`src/rtl/lane_packer.sv`:
```
// Packs LANE_W-bit lanes into LANES-wide words through a two-entry ping-pong
// buffer, emitting full or in_last-closed words with a per-lane keep mask.
module lane_packer #(
    parameter int LANE_W = 8,
    parameter int LANES  = 4,
    parameter int NBUF   = 2,
    localparam int WORD_W = LANES * LANE_W
) (
    input  logic              clk,
    input  logic              rst,
    input  logic              in_valid,
    output logic              in_ready,
    input  logic [LANE_W-1:0] in_data,
    input  logic              in_last,
    output logic              out_valid,
    input  logic              out_ready,
    output logic [WORD_W-1:0] out_data,
    output logic [LANES-1:0]  out_keep,
    output logic              out_last
);

    localparam int LW = $clog2(LANES);
    localparam logic [LW-1:0] LAST_LANE = LW'(LANES - 1);
    localparam logic [LANES-1:0] FIRST_KEEP = LANES'(1);

    logic                         wsel;
    logic                         rsel;
    logic [LW-1:0]                lane;
    logic [NBUF-1:0]              full;
    logic [NBUF-1:0]              last;
    logic [NBUF-1:0][LANES-1:0]   keep;
    logic [NBUF-1:0][WORD_W-1:0]  word_buf;

    logic accept;
    logic close;
    logic drain;

    assign in_ready  = !full[wsel];
    assign accept    = in_valid && in_ready;
    assign close     = accept && ((lane == LAST_LANE) || in_last);
    assign out_valid = full[rsel];
    assign drain     = out_valid && out_ready;
    assign out_keep  = keep[rsel];
    assign out_last  = last[rsel];

    // Fill and drain never target the same entry: a full entry blocks in_ready.
    always_ff @(posedge clk or posedge rst) begin
        if (rst) begin
            wsel <= 1'b0;
            rsel <= 1'b0;
            lane <= '0;
            full <= '0;
            last <= '0;
            keep <= '0;
        end else begin
            if (accept) begin
                if (lane == '0)
                    keep[wsel] <= FIRST_KEEP;
                else
                    keep[wsel][lane] <= 1'b1;
                if (close) begin
                    full[wsel] <= 1'b1;
                    last[wsel] <= in_last;
                    wsel       <= ~wsel;
                    lane       <= '0;
                end else begin
                    lane <= lane + 1'b1;
                end
            end
            if (drain) begin
                full[rsel] <= 1'b0;
                rsel       <= ~rsel;
            end
        end
    end

    always_ff @(posedge clk) begin
        if (accept)
            word_buf[wsel][lane*LANE_W +: LANE_W] <= in_data;
    end

    // Unkept lanes read as zero so stale bytes never leak out.
    always_comb begin
        out_data = '0;
        for (int k = 0; k < LANES; k++) begin
            if (keep[rsel][k])
                out_data[k*LANE_W +: LANE_W] = word_buf[rsel][k*LANE_W +: LANE_W];
        end
    end

endmodule

```
`config.mk`:
```
export PLATFORM = sky130hd
export DESIGN_NAME = lane_packer
export DESIGN_NICKNAME = d
export VERILOG_FILES = /design/src/rtl/lane_packer.sv
export SDC_FILE = /design/constraint.sdc
export NUM_CORES = 1
export LEC_CHECK = 0
export ABC_CLOCK_PERIOD_IN_PS = 2300
export CELL_PAD_IN_SITES_DETAIL_PLACEMENT = 0
export CELL_PAD_IN_SITES_GLOBAL_PLACEMENT = 1
export CORE_MARGIN = 10
export CORE_UTILIZATION = 47
export DETAILED_ROUTE_END_ITERATION = 12
export PLACE_DENSITY_LB_ADDON = 0.1
export RECOVER_POWER = 100
export SYNTH_ARGS = -nofsm -noshare
export SYNTH_HDL_FRONTEND = slang
export SYNTH_SLANG_ARGS = --single-unit
```
`constraint.sdc`:
```
create_clock -name clk -period 2.3 [get_ports clk]
set_input_delay 0.345 -clock clk [delete_from_list [all_inputs] [get_ports clk]]
set_output_delay 0.345 -clock clk [all_outputs]
set_load 0.01 [all_outputs]
```
After elaboration in Yosys (flattened, before gate mapping)
Index checks and enable logic that the tools add are counted.
Cells by class
  bitwise gates (word level): 9
  $lt $le $gt $ge: 6
  eq/ne operators: 1
  multiplexer cells: 33
  shift-type cells: 2
  reduce and logical (&&, ||, !) cells: 10
  add/subtract/negate cells: 2
Operators by type and width (count)
  $mux 32: 3
  $bwmux 64: 1
  $mux 8: 5
  $neg 5->34: 1
  $shift 8x34->32 const A: 1
  $shiftx 8x34->32: 1
  $demux 32 s1: 1
  $mux 4: 4
  $mux 1: 9
  $demux 4 s1: 2
  $mux 2: 4
  $or 8x8->8: 1
  $and 6x6->6: 1
  $logic_and 1x1->1: 6
  $not 6->6: 1
  $lt 1x2->1 const B: 2
  $or 2x2->2: 2
  $lt 2x3->1 const B: 1
  $add 2x1->2 const B: 1
  $and 2x2->2: 1
  $bwmux 2: 1
  $demux 1 s1: 2
  $demux 1 s2: 1
  $eq 2x2->1 const B: 1
  8 further kinds: 10
Storage, ports and cells
  output and inout bits: 39
  register bits after elaboration: 80
  input port bits: 13
  logic and storage cells: 72

Logic depth before layout (Yosys ltp)
  depth in word-level cells: 9
  depth in mapped cells: 5
  depth with buffers taken out: 4

Worst setup path after synthesis
OpenSTA, ideal clock, no wires.
  path type: flip-flop to flip-flop
  start point: reg lane[0]
  end point: reg word_buf[16] (netlist bit), data pin
  data arrival time: 1.240 ns
  path slack: 0.802 ns
  period minus slack after synthesis: 1.498 ns
  library setup time: 0.258 ns
  buffers on the path: 0
  data required time: 2.042 ns
  cell stages (with the launch flop): 5
  cell sequence: dfrtp_1 > inv_2 > ha_1 > nor3b_2 > and2_1
On the way
  cells in the longest elaborated chain, start to end: 5
  elaborated cells on any way between the ends: 6
  classes of those cells: 1 x add/sub; 2 x shift; 3 x mux
Ends and longest elaborated chain
  start: declaration: line 28  | logic [LW-1:0] lane;
  start signal: assignment: line 67  | lane <= lane + 1'b1;
  $neg 5->34 (*): line 79  | word_buf[wsel][lane*LANE_W +: LANE_W] <= in_data;
  $shift 8x34->32: line 79
  $mux 32 (not written as such): line 79
  $demux 32 s1: line 79
  $bwmux 64 (*): line 79
  end signal: indexed assignment: line 79
  end: declaration: line 32  | logic [NBUF-1:0][WORD_W-1:0] word_buf;
Every way passes the cells marked *; elsewhere a longest branch is shown, timed or not.
A chain may end at the register's enable or synchronous reset.

Worst setup path in the final report
  start point: reg rsel
  end point: out out_data[7]
On the way
  cells in the longest elaborated chain, start to end: 3
  elaborated cells on any way between the ends: 5
  classes of those cells: 5 x mux
Ends and longest elaborated chain
  start: declaration: line 27  | logic rsel;
  start signal: assignment: line 72  | rsel <= ~rsel;
  $mux 32 or $mux 4 (tied branches)
  $mux 32 (not written as such) or $mux 4 (tied branches): line 87, 86
  $mux 8 (*): line 86  | if (keep[rsel][k])
  end: declaration: line 17  | output logic [WORD_W-1:0] out_data,
Every way passes the cells marked *; elsewhere a longest branch is shown, timed or not. The select of a mux whose other input is x is not followed.

==> results.sh <==
export IMPL_end_kind="output pin"
export IMPL_criticalPathCategory="reg2out"
export IMPL_seq_area_um2=2320
export IMPL_ys_warn_count=0
export IMPL_area_growth_syn_to_layout_pct=27.4
export IMPL_cts_buffer_depth=2
export IMPL_fmax_mhz=451
export IMPL_root_buffer="clkbuf_8"
export IMPL_synth_most_common_cell="edfxtp_1"
export IMPL_cts_tree="yes"
export IMPL_worst_slack_ns=0.0805
export IMPL_diodes=0
export IMPL_postRouteAntennaNets=0
export IMPL_die_w_um=106
export IMPL_start_util_pct=48.2
export IMPL_port_buffers=51
export IMPL_synth_top_area_cell="edfxtp_1"
export IMPL_crit_path_start="rsel"
export IMPL_synth_avg_cell_area_um2=13.9
export IMPL_viasPerCell=5.00
export IMPL_ys_seq_area_share_pct=66.4
export IMPL_clk_insertion_delay_late_ns=0.34
export IMPL_hold_viol_final=0
export IMPL_postCtsHoldBufs=0
export IMPL_die_height_um=106
export IMPL_r2r_slack_ns=0.46
export IMPL_crit_fanout=5
export IMPL_reg2reg_from="lane[0]"
export IMPL_synthArstFlopShare_pct=20.0
export IMPL_core_area_um2=7250
export IMPL_place_ws_ns=0.245
export IMPL_holdPathEnd="keep[4]"
export IMPL_fin_nets=341
export IMPL_final_setup_viol_count=0
export IMPL_multiInputGateArea_um2=1100
export IMPL_power_density_nw_per_um2=1150
export IMPL_cp_data_required_time_ns=1.96
export IMPL_drt_iter0_drc=62
export IMPL_post_route_period_util_pct=96.5
export IMPL_io_pins=52
export IMPL_ys_seq_elements=80
export IMPL_status="completed"
export IMPL_cts_buffers=9
export IMPL_synth_edff_count=64
export IMPL_syn_area_um2=3500
export IMPL_maxCapViolCount=0
export IMPL_cp_start_kind="register"
export IMPL_synthTopCellsByCount="edfxtp_1 (64), and2_1 (39), nor2_1 (38)"
export IMPL_ys_flop_type="edfxtp_1"
export IMPL_ys_types=31
export IMPL_htreeDepth=3
export IMPL_fillCellCount=603
export IMPL_hp_class="reg2reg"
export IMPL_antenna_found_initial=0
export IMPL_clk_pin_slew_ns=0.08
export IMPL_worst_r2r_cell_count=4
export IMPL_syn_nets=270
export IMPL_dp_hpwl_mm=5.24
export IMPL_ir_worst_vdd_mv=0.619
export IMPL_grt_first_pass_wirelength_mm=11.4
export IMPL_worst_slew_pin_slew_ns=0.635
export IMPL_min_period_ns=2.22
export IMPL_stdcell_count=427
export IMPL_hp_start="keep[4]"
export IMPL_finalCoreUtilization_pct=61.5
export IMPL_synth_cells=252
export IMPL_grt_pass1_vias=2173
export IMPL_drc=0
export IMPL_die_area_um2=11300
export IMPL_r2r_end="word_buf[38]"
export IMPL_clock_sinks=80
export IMPL_drt_wl_total_mm=7.33
export IMPL_grt_max_degree=22
export IMPL_drive_gt1_share_pct=11.9
export IMPL_synth_area_leaders="edfxtp_1 (55%), dfrtp_1 (11%), mux2i_1 (10%), and2_1 (7.0%), nor2_1 (4.1%)"
export IMPL_grt_ovfl_total=0
export IMPL_fin_skew_ns=0.00654
export IMPL_power_leakage_uw=0.00222
export IMPL_drt_wirelength_per_cell_um=17.2
export IMPL_dp_cells=405
export IMPL_grtUsageTotal_pct=13.1
export IMPL_cp_arrival_ns=1.87
export IMPL_hold_depth=1
export IMPL_core_rowCount=31
export IMPL_vias=2134
export IMPL_timing_slew_headroom_pct=57.6
export IMPL_drv_slew=0
export IMPL_drt_pass1_iterations=4
export IMPL_gp_congestion=0.760
export IMPL_yosysTopAreaCellShare_pct=54.9
## repair_timing
item / in CTS / in global routing
gates resized for setup: 0 / 30
endpoints found under the setup margin: 14 / 26
buffers inserted: 1 / 5
endpoints found under the hold margin: 0 / 0
## critical path, stage by stage (launching register included)
cell	delay (ns)
dfrtp_2	0.45
clkbuf_2	0.16
buf_4	0.17
mux2i_1	0.12
nor2_1	0.09
clkdlybuf4s50_1	0.54
## layout make-up
class | count | area share (%)
clock inverter | 6 | 1.12
sequential | 80 | 52.1
tap | 99 | 2.78
multi-input combinational | 157 | 24.6
timing repair buffer | 65 | 15.7
inverter | 10 | 0.842
clock buffer | 10 | 2.86
## cell usage in the layout (no fill, tap or decap), drive strengths merged, types with 2 or more instances in the layout
cell type	count
buf	13
a21oi	7
o21ai	5
nor3	2
nor3b	4
dlymetal6s2s	29
nand2	5
clkinv	5
o21a	3
inv	10
clkdlybuf4s50	21
and2	41
nor2	38
ha	5
mux2i	37
clkbuf	11
dfrtp	16
edfxtp	64
## power breakdown
| group | internal, uW | leakage [uW] | total [uW] | switching, uW |
|---|---|---|---|---|
| Clock | 486 | 0.0000902 | 954 | 468 |
| Sequential | 1850 | 0.000782 | 2000 | 147 |
| Combinational | 1100 | 0.00135 | 2160 | 1060 |
| Total | 3440 | 0.00222 | 5110 | 1680 |
## flip-flops by register name, summed over array words and instances, names as in the netlist
| name | cells |
|---|---|
| keep | 8 |
| last | 2 |
| rsel | 1 |
| word_buf | 64 |
| wsel | 1 |
| full | 2 |
| lane | 2 |
## how the worst max path moves through the flow
stage / slack (ns) / endpoint
2_1_floorplan: 0.80 / word_buf[16]
3_3_place_gp: 0.26 / word_buf[20]
5_1_grt: -0.02 / out_valid
4_1_cts: -0.02 / out_data[11]
3_5_place_dp: 0.25 / word_buf[24]
6_report: 0.08 / out_data[7]
## logic make-up (layout without fill, tap and decap cells)
| group | after synthesis | after routing | share of synthesized area [%] |
|---|---|---|---|
| mux | 38 | 38 | 11.0 |
| buf+inv | 15 | 91 | 2.36 |
| fa+ha+maj | 5 | 5 | 1.79 |
| flops | 80 | 80 | 66.4 |
| simple gates | 94 | 94 | 14.9 |
| compound gates | 20 | 20 | 3.58 |
## per-stage QoR
stage / power [uW] / cell area [um^2] / setup TNS, ns / hold slack [ns]
global placement: 4170 / 4160 / 0 / 0.449
CTS: 5160 / 4350 / -0.0249 / 0.400
floorplan: 3230 / 3500 / 0 / 0.259
global route: 5450 / 4460 / -0.0312 / 0.501
detailed placement: 4210 / 4160 / 0 / 0.456
finish: 5110 / 4460 / 0 / 0.467
## layer usage
metal / vias to the layer above / part of all wire [%] / GRT usage, %
met5: - / 0 / 0
met4: 0 / 1.3 / 6.09
met3: 8 / 4.8 / 3.50
met2: 49 / 50 / 22.2
met1: 1042 / 44 / 15.2
li1: 1035 / - / -
Power figures use the tool's default switching activity.
